$ cat src/rtl/alu_sequencer.sv
// rtl/alu_sequencer.sv - issue/writeback sequencer feeding an 8-bit combinational ALU
module alu_sequencer #(
    parameter int DATA_W = 8,
    parameter int NREGS  = 4,
    parameter int RA_W   = 2
) (
    input  logic              clk,
    input  logic              rst_n,
    input  logic              instr_valid,
    output logic              instr_ready,
    input  logic [2:0]        instr_op,
    input  logic [RA_W-1:0]   instr_rd,
    input  logic [RA_W-1:0]   instr_rs1,
    input  logic [RA_W-1:0]   instr_rs2,
    input  logic              ld_en,
    input  logic [RA_W-1:0]   ld_addr,
    input  logic [DATA_W-1:0] ld_data,
    output logic [DATA_W-1:0] alu_a,
    output logic [DATA_W-1:0] alu_b,
    output logic [2:0]        alu_op,
    input  logic [DATA_W-1:0] alu_out,
    output logic              res_valid,
    input  logic              res_ready,
    output logic [DATA_W-1:0] res_data,
    output logic [RA_W-1:0]   res_rd,
    output logic              res_zero,
    output logic              busy
);

    localparam logic [2:0] OP_NOP = 3'b111;

    typedef enum logic [1:0] {
        IDLE,
        EXEC,
        RESP
    } seqState;

    seqState           state;
    seqState           nextState;
    logic [DATA_W-1:0] regFile [NREGS];
    logic [RA_W-1:0]   rdLatch;
    logic              accept;
    logic              wbEn;

    // Instruction is taken only from IDLE; NOP never writes back.
    assign accept = (state == IDLE) && instr_valid;
    assign wbEn   = (state == EXEC) && (alu_op != OP_NOP);

    // State register.
    always_ff @(posedge clk or negedge rst_n) begin
        if (!rst_n) begin
            state <= IDLE;
        end else begin
            state <= nextState;
        end
    end

    // Next-state and handshake outputs; one instruction in flight at a time.
    always_comb begin
        nextState   = state;
        instr_ready = 1'b0;
        busy        = 1'b1;
        case (state)
            IDLE: begin
                instr_ready = 1'b1;
                busy        = 1'b0;
                if (instr_valid) begin
                    nextState = EXEC;
                end
            end
            EXEC: nextState = RESP;
            RESP: begin
                if (res_ready) begin
                    nextState = IDLE;
                end
            end
            default: nextState = IDLE;
        endcase
    end

    // Register file: ALU writeback takes priority over an external load to the same entry.
    always_ff @(posedge clk or negedge rst_n) begin
        if (!rst_n) begin
            for (int i = 0; i < NREGS; i++) begin
                regFile[i] <= '0;
            end
        end else begin
            for (int i = 0; i < NREGS; i++) begin
                if (wbEn && (rdLatch == RA_W'(i))) begin
                    regFile[i] <= alu_out;
                end else if (ld_en && (ld_addr == RA_W'(i))) begin
                    regFile[i] <= ld_data;
                end
            end
        end
    end

    // Operand capture on accept; operands then stay stable until the next accept.
    always_ff @(posedge clk or negedge rst_n) begin
        if (!rst_n) begin
            alu_a   <= '0;
            alu_b   <= '0;
            alu_op  <= OP_NOP;
            rdLatch <= '0;
        end else if (accept) begin
            alu_a   <= regFile[instr_rs1];
            alu_b   <= regFile[instr_rs2];
            alu_op  <= instr_op;
            rdLatch <= instr_rd;
        end
    end

    // Result capture at the end of EXEC, held until the consumer takes it.
    always_ff @(posedge clk or negedge rst_n) begin
        if (!rst_n) begin
            res_valid <= 1'b0;
            res_data  <= '0;
            res_rd    <= '0;
            res_zero  <= 1'b0;
        end else if (state == EXEC) begin
            res_valid <= 1'b1;
            res_data  <= alu_out;
            res_rd    <= rdLatch;
            res_zero  <= (alu_out == '0);
        end else if ((state == RESP) && res_ready) begin
            res_valid <= 1'b0;
        end
    end

endmodule

$ cat config.mk
export PLATFORM = sky130hd
export DESIGN_NAME = alu_sequencer
export DESIGN_NICKNAME = d
export VERILOG_FILES = /design/src/rtl/alu_sequencer.sv
export SDC_FILE = /design/constraint.sdc
export NUM_CORES = 1
export LEC_CHECK = 0
export BUFFER_PORTS_ARGS = -buffer_cell sky130_fd_sc_hd__buf_2
export CAP_MARGIN = 20
export CELL_PAD_IN_SITES_DETAIL_PLACEMENT = 0
export CELL_PAD_IN_SITES_GLOBAL_PLACEMENT = 2
export CORE_MARGIN = 1.5
export CORE_UTILIZATION = 30
export DETAILED_ROUTE_END_ITERATION = 12
export PLACE_DENSITY = 0.75
export SYNTH_ARGS = -nofsm -noshare
export SYNTH_HDL_FRONTEND = slang
export SYNTH_SLANG_ARGS = --single-unit
$ cat constraint.sdc
create_clock -name clk -period 2 [get_ports clk]
set_clock_uncertainty 0.05 [all_clocks]
set_input_delay 0.4 -clock clk [delete_from_list [all_inputs] [get_ports clk]]
set_output_delay 0.4 -clock clk [all_outputs]
set_load 0.02 [all_outputs]
==> results of run 1 <==
-- flip-flops by register name (all words and copies together), names as in the netlist --
register / count
regFile: 32
alu_a: 8
alu_b: 8
res_data: 8
alu_op: 3
rdLatch: 2
res_rd: 2
state: 2
res_valid: 1
res_zero: 1
-- worst max path at each step --
stage                               from                       to  depth (start not counted)
finish              state[0]$_DFFE_PN0P_  regFile[20]$_DFFE_PN0P_                          3
global route        state[0]$_DFFE_PN0P_  regFile[21]$_DFFE_PN0P_                          3
CTS                 state[0]$_DFFE_PN0P_   regFile[6]$_DFFE_PN0P_                          3
detailed placement  state[0]$_DFFE_PN0P_   regFile[2]$_DFFE_PN0P_                          3
global placement    state[0]$_DFFE_PN0P_  regFile[17]$_DFFE_PN0P_                          3
floorplan           state[1]$_DFFE_PN0P_     alu_a[0]$_DFFE_PN0P_                          6
-- area by class of cell --
cell class / count / area (um2)
clock buffer: 11 / 243
clock inverter: 5 / 100
fill: 1077 / 6760
inverter: 2 / 7.51
multi-input combinational: 156 / 1690
sequential: 67 / 1680
tap: 140 / 175
timing repair buffer: 68 / 375
-- critical path: stages (launching register included) --
cell      delay, ns
dfrtp_1        0.40
nor2b_1        0.43
nand4b_2       0.42
mux2_2         0.39
-- layer usage --
| layer | vias to the layer above | wire [um] | share of wire [%] |
|---|---|---|---|
| met3 | 18 | 393 | 5.0 |
| met2 | 60 | 3770 | 48 |
| met1 | 1074 | 3550 | 45 |
| met4 | 0 | 175 | 2.2 |
| li1 | 1002 | - | - |
| met5 | - | 0 | 0 |
-- where the power goes --
part	total, mW	switching (mW)	internal (mW)
sequential	2.53	0.465	2.07
clock	1.82	0.577	1.25
combinational	2.75	1.20	1.55
total	7.10	2.24	4.86
-- cells in the final DEF, fill, tap and decap left out --
cell type,n
mux2_2,66
mux4_2,16
dfstp_2,3
clkinv_2,2
and2_1,1
buf_2,64
mux2_4,19
nand4_2,1
bufinv_16,3
o21ai_0,1
clkbuf_16,9
dfrtp_1,64
or2_4,1
clkbuf_8,1
nor2_1,3
nor3b_4,1
nand2_1,34
nand3_1,2
nor2b_1,1
inv_1,1
clkbuf_1,1
nand3b_2,2
or2b_1,1
inv_2,1
nor4_1,2
a21oi_1,1
nand3_2,2
buf_12,2
buf_4,2
nand4b_2,2
-- cell families (layout without fill, tap and decap cells) --
group | count (synthesis) | after routing | synth area share [%]
compound gates | 2 | 2 | 0.290
buf+inv | 12 | 86 | 2.14
flops | 67 | 67 | 48.7
mux | 101 | 101 | 40.3
simple gates | 53 | 53 | 8.53
-- through the flow --
stage / total power [mW] / instances / hold WS [ns] / worst slack [ns]
floorplan: 4.59 / 235 / 0.0544 / 0.331
global placement: 5.26 / 433 / 0.399 / 0.231
detailed placement: 5.33 / 433 / 0.402 / 0.179
CTS: 7.19 / 449 / 0.0450 / 0.159
global route: 7.55 / 449 / 0.0643 / 0.0302
finish: 7.10 / 449 / 0.0185 / 0.191
==> results by group, run 1 <==
Clock network
  • Post-CTS sizing: 0
  • Worst-skew pair later-pin latency: 0.33 ns
  • CTS Sinks: 67
  • Post-CTS setup buffer count: 0
  • CTS clk-pin slew, worst paths: 0.06 ns
  • CTS H-tree lvls: 3
  • Clock tree from TritonCTS: yes
  • CTS buffer count: 9
  • Clk root buf: clkbuf_16
  • CTS max path bufs: 2
  • Hold buffers post-CTS: 0

Detailed routing
  • DRT iter0 DRCs: 64
  • Routed vias/inst: 4.80
  • Pre-antenna DRT Iters: 4
  • Final ANT Viol Nets: 0
  • Vias: 2,154
  • DRC Markers: 0
  • DR WL/cell: 17.6 um
  • Final wirelength: 7880 um

Layout
  • Final nets: 336
  • Ant. Diodes: 0
  • Area growth from synthesis to layout: 24.0%
  • Layout cells sized above 1: 63.8%
  • Utilization after layout: 38.7%
  • Final instance area: 0.00427 mm2

Global routing
  • Maximum number of pins on one net before global-route repair: 68
  • Grt met1 use: 18.3%
  • Initial antenna violation count: 0
  • Vias in the first global route: 2,251
  • First-pass GRT wire length: 12,600 um
  • Peak-usage layer in the global routing report: met2
  • Met2 usage: 23.2%
  • Total Routing Usage GR: 14.4%
  • GRT overflow: 0
  • Routing usage on met3: 3.88%

Timing
  • Final Hold Vio Count: 0
  • Setup TNS: 0 ns
  • Fmax: 553 MHz
  • Relative slew slack: 68.7%
  • RSZ-0062 raised after global routing: no
  • Slew @ Worst Pin: 0.469 ns
  • Tmin final: 1.81 ns
  • Max Slew Vio Count: 0
  • Final worst path period share: 90.4%
  • Setup violators final: 0

Die
  • IO Pins: 65
  • Initial core utilization: 31.3%
  • Placeable core region: 0.0110 mm2
  • Row cnt: 38
  • Die Area: 0.0121 mm2
  • Die height: 110 um
  • Die X: 110 um

Logic synthesis
  • Ys async rst share: 100%
  • Top FF cell, synth: dfrtp_1
  • Avg Cell Area, Syn: 14.7 um2
  • Cell taking the most area after synthesis: dfrtp_1
  • Post-Syn Nets: 267
  • Yosys top cell area share: 46.5%
  • Synth Warn #: 0
  • Most area-consuming cells after synthesis: dfrtp_1 (46%), mux2_2 (22%), mux4_2 (10%), mux2_4 (8.3%), nand2_1 (3.7%)
  • Post-synth cell types: 28
  • Post-Synthesis Cells: 235
  • Mapped Area: 0.00345 mm2
  • Count leader, synth: mux2_2
  • Synth cell count leaders: mux2_2 (66), dfrtp_1 (64), nand2_1 (34)
  • Post-synth EDFFs: 0
  • Yosys reg bits: 67
  • Seq/Total Area, Yosys: 48.7%

Placement
  • GP Congestion: 0.714
  • Hpwl dp: 5320 um
  • Placed cell area: 0.00393 mm2
  • PortBufs: 64

Setup path
  • Worst EP arrival: 1.97 ns
  • R2r startpoint: state[0]$_DFFE_PN0P_
  • Worst EP required: 2.17 ns
  • Reg2Reg Depth: 3
  • RR Endpoint: regFile[20]$_DFFE_PN0P_
  • Critical path endpoint category: register
  • Worst Setup Start Kind: register
  • Reg2reg setup slack: 0.19 ns
  • Worst setup path class: reg -> reg
  • Crit Path Max Fanout: 8

Power and ir drop
  • VDD IR-drop max: 0.552 mV
  • Cell Pwr Density: 1660 mW/mm2
  • Leakage: 1.93 nW

Outcome
  • Status: finished clean

Worst hold path
  • Worst hold path class: in -> async

Flow run
  • Max Cap Violations: 0
Power figures use the tool's default switching activity.
==> inputs of run 2 (changes only) <==
--- a/config.mk
+++ b/config.mk
@@ -12,7 +12,8 @@
 export CORE_MARGIN = 1.5
 export CORE_UTILIZATION = 30
 export DETAILED_ROUTE_END_ITERATION = 12
-export PLACE_DENSITY = 0.75
+export PLACE_DENSITY = 0.77
+export SKIP_LAST_GASP = 1
 export SYNTH_ARGS = -nofsm -noshare
 export SYNTH_HDL_FRONTEND = slang
 export SYNTH_SLANG_ARGS = --single-unit
==> constraint.sdc (replaced) <==
create_clock -name clk -period 1.45 [get_ports clk]
set_clock_uncertainty 0.05 [all_clocks]
set_input_delay 0.29 -clock clk [delete_from_list [all_inputs] [get_ports clk]]
set_output_delay 0.29 -clock clk [all_outputs]
set_load 0.02 [all_outputs]
==> results by group, run 2 (synthesis results as in run 1) <==
Outcome
  • Status: finished with violations (was finished clean)
  • Failing checks: negative setup slack

Power and ir drop
  • Clock share of power: 21.6% (was 25.7%)
  • VDD IR-drop max: 0.852 mV (was 0.552 mV)
  • Cell Pwr Density: 2200 mW/mm2 (was 1660 mW/mm2)
  • Leakage: 2.09 nW (was 1.93 nW)
  • Sw Ratio: 32.8% (was 31.5%)
  • Power, Total: 10.1 mW (was 7.10 mW)
  • Pint: 6.76 mW (was 4.86 mW)
  • NetSw: 3.30 mW (was 2.24 mW)
  • Sequential share of power: 34.9% (was 35.6%)
  • Combinational power share: 43.5% (was 38.7%)

Layout
  • Largest register FFs: 32 (unchanged)
  • Most flops, register: regFile (unchanged)
  • Layout cells sized above 1: 66.9% (was 63.8%)
  • Area growth from synthesis to layout: 32.5% (was 24.0%)
  • Ant. Diodes: 0 (unchanged)
  • Fillers: 1,049 (was 1,077)
  • Final nets: 359 (was 336)
  • Most frequent cells in the layout: dfrtp_1 (64), buf_2 (60), mux2_2 (58), nand2_1 (34), mux2_4 (27) (was mux2_2 (66), dfrtp_1 (64), buf_2 (64), nand2_1 (34), mux2_4 (19))
  • Final instance area: 0.00457 mm2 (was 0.00427 mm2)
  • Post-Layout Cell Count: 472 (was 449)
  • Commonest non-fill, non-tap cell in the layout: dfrtp_1 (was mux2_2)

Setup path
  • Crit Path Max Fanout: 15 (was 8)
  • Worst setup path class: reg -> reg (unchanged)
  • Critical path endpoint category: register (unchanged)
  • Worst Setup Start Kind: register (unchanged)
  • Worst EP arrival: 1.69 ns (was 1.97 ns)
  • Worst EP required: 1.61 ns (was 2.17 ns)

Timing
  • Slew @ Worst Pin: 0.387 ns (was 0.469 ns)
  • Final worst slack: -0.0781 ns (was 0.191 ns)
  • Max Slew Vio Count: 0 (unchanged)
  • Tmin final: 1.53 ns (was 1.81 ns)
  • Setup violators final: 41 (was 0)
  • Final Hold Vio Count: 0 (unchanged)
  • Fmax: 654 MHz (was 553 MHz)
  • Final worst path period share: 105% (was 90.4%)
  • Setup TNS: -1.74 ns (was 0 ns)
  • Relative slew slack: 74.2% (was 68.7%)
  • RSZ-0062 raised after global routing: yes (was no)

Detailed routing
  • Routed vias/inst: 4.64 (was 4.80)
  • Final wirelength: 7790 um (was 7880 um)
  • Final ANT Viol Nets: 0 (unchanged)
  • DRC Markers: 0 (unchanged)
  • Pre-antenna DRT Iters: 4 (unchanged)
  • DR WL/cell: 16.5 um (was 17.6 um)
  • DRT iter0 DRCs: 78 (was 64)
  • Vias: 2,192 (was 2,154)

Placement
  • PortBufs: 64 (unchanged)
  • Dpl cells: 450 (was 433)
  • Hpwl dp: 5570 um (was 5320 um)
  • Placed cell area: 0.00414 mm2 (was 0.00393 mm2)
  • GP Congestion: 0.743 (was 0.714)

Global routing
  • Vias in the first global route: 2,342 (was 2,251)
  • First-pass GRT wire length: 12,500 um (was 12,600 um)
  • Initial antenna violation count: 0 (unchanged)
  • Maximum number of pins on one net before global-route repair: 62 (was 68)
  • Total Routing Usage GR: 14.3% (was 14.4%)
  • GRT overflow: 0 (unchanged)

Die
  • Die height: 110 um (unchanged)
  • Initial core utilization: 31.3% (unchanged)
  • Die X: 110 um (unchanged)
  • Row cnt: 38 (unchanged)
  • Die Area: 0.0121 mm2 (unchanged)
  • Placeable core region: 0.0110 mm2 (unchanged)
  • IO Pins: 65 (unchanged)

Clock network
  • CTS buffer count: 9 (unchanged)
  • CTS clk-pin slew, worst paths: 0.06 ns (about the same)
  • CTS max path bufs: 2 (unchanged)
  • Clock tree from TritonCTS: yes (unchanged)
  • Worst-skew pair later-pin latency: 0.33 ns (about the same)
  • Clk root buf: clkbuf_16 (unchanged)
  • CTS H-tree lvls: 3 (unchanged)
  • CTS Sinks: 67 (unchanged)

Flow run
  • Max Cap Violations: 0 (unchanged)

Worst hold path
  • Worst hold path class: in -> reg (was in -> async)
-- run 2: cell count changes in the layout (fill, tap and decap cells not counted), moves of 2 or more --
cell        previous run  this run
nand3_4                0         2
bufinv_16              3         1
mux2_4                19        27
buf_4                  2        18
mux2_2                66        58
clkinv_2               2         0
buf_6                  0         7
clkinv_4               0         3
buf_12                 2         5
buf_2                 64        60
nand4b_2               2         0
nand4b_4               0         2
clkinvlp_4             0         3
-- run 2: stage by stage --
| step | worst slack, ns | util [%] | hold WS [ns] |
|---|---|---|---|
| 2_1_floorplan | -0.179 | - | -0.0556 |
| 4_1_cts | -0.0965 | 40.9 | 0.119 |
| 6_report | -0.0781 | 41.4 | 0.135 |
| 3_3_place_gp | -0.115 | 37.5 | 0.0909 |
| 5_1_grt | -0.127 | 41.4 | 0.132 |
| 3_5_place_dp | -0.130 | 37.5 | 0.0949 |
-- run 2: timing repair --
item                                   in CTS  in global routing
hold buffers                                1                  0
pin swaps                                   2                  3
setup buffers                               2                  3
setup endpoints to repair                  41                 58
resized for setup                          11                  9
endpoints found under the hold margin       6                  0
-- run 2: worst paths after layout --
path	startpoint	to	slack, ns	depth (start not counted)
max in group asynchronous	rst_n	regFile[16]$_DFFE_PN0P_	0.49	3
max reg2reg	state[0]$_DFFE_PN0P_	alu_b[6]$_DFFE_PN0P_	-0.08	5
min	instr_rd[1]	rdLatch[1]$_DFFE_PN0P_	0.14	2
min reg2reg	res_data[6]$_DFFE_PN0P_	res_data[6]$_DFFE_PN0P_	0.43	2
min in group asynchronous	rst_n	state[1]$_DFFE_PN0P_	0.27	2
max	state[0]$_DFFE_PN0P_	alu_b[6]$_DFFE_PN0P_	-0.08	5
-- run 2: power groups by stage --
stage | clock (mW) | combinational (mW) | sequential, mW
after floorplan | 0 | 2.53 | 3.93
after global placement | 0 | 4.06 | 3.48
after detailed placement | 0 | 4.14 | 3.53
after CTS | 2.25 | 4.30 | 3.52
after global routing | 2.31 | 4.72 | 3.65
final | 2.18 | 4.37 | 3.51
-- run 2: final cells by class --
type	instances	area, um2	area share (%)
clock inverter	7	78.8	1.73
tap	140	175	3.84
inverter	2	10.0	0.219
clock buffer	9	225	4.93
multi-input combinational	156	1770	38.8
sequential	67	1680	36.8
timing repair buffer	91	624	13.7
-- run 2: metal layers --
metal	routed length, um	global-route usage [%]	up-vias
li1	-	-	1052
met1	3430	18.0	1081
met2	3860	23.6	50
met3	393	4.35	9
met4	106	4.95	0
met5	0	0	-
-- run 2: critical path: stages (launching register included) --
cell and delay [ns]:
dfrtp_1 0.39, or2_4 0.27, inv_4 0.05, and2_4 0.16, buf_12 0.17, mux2_4 0.31
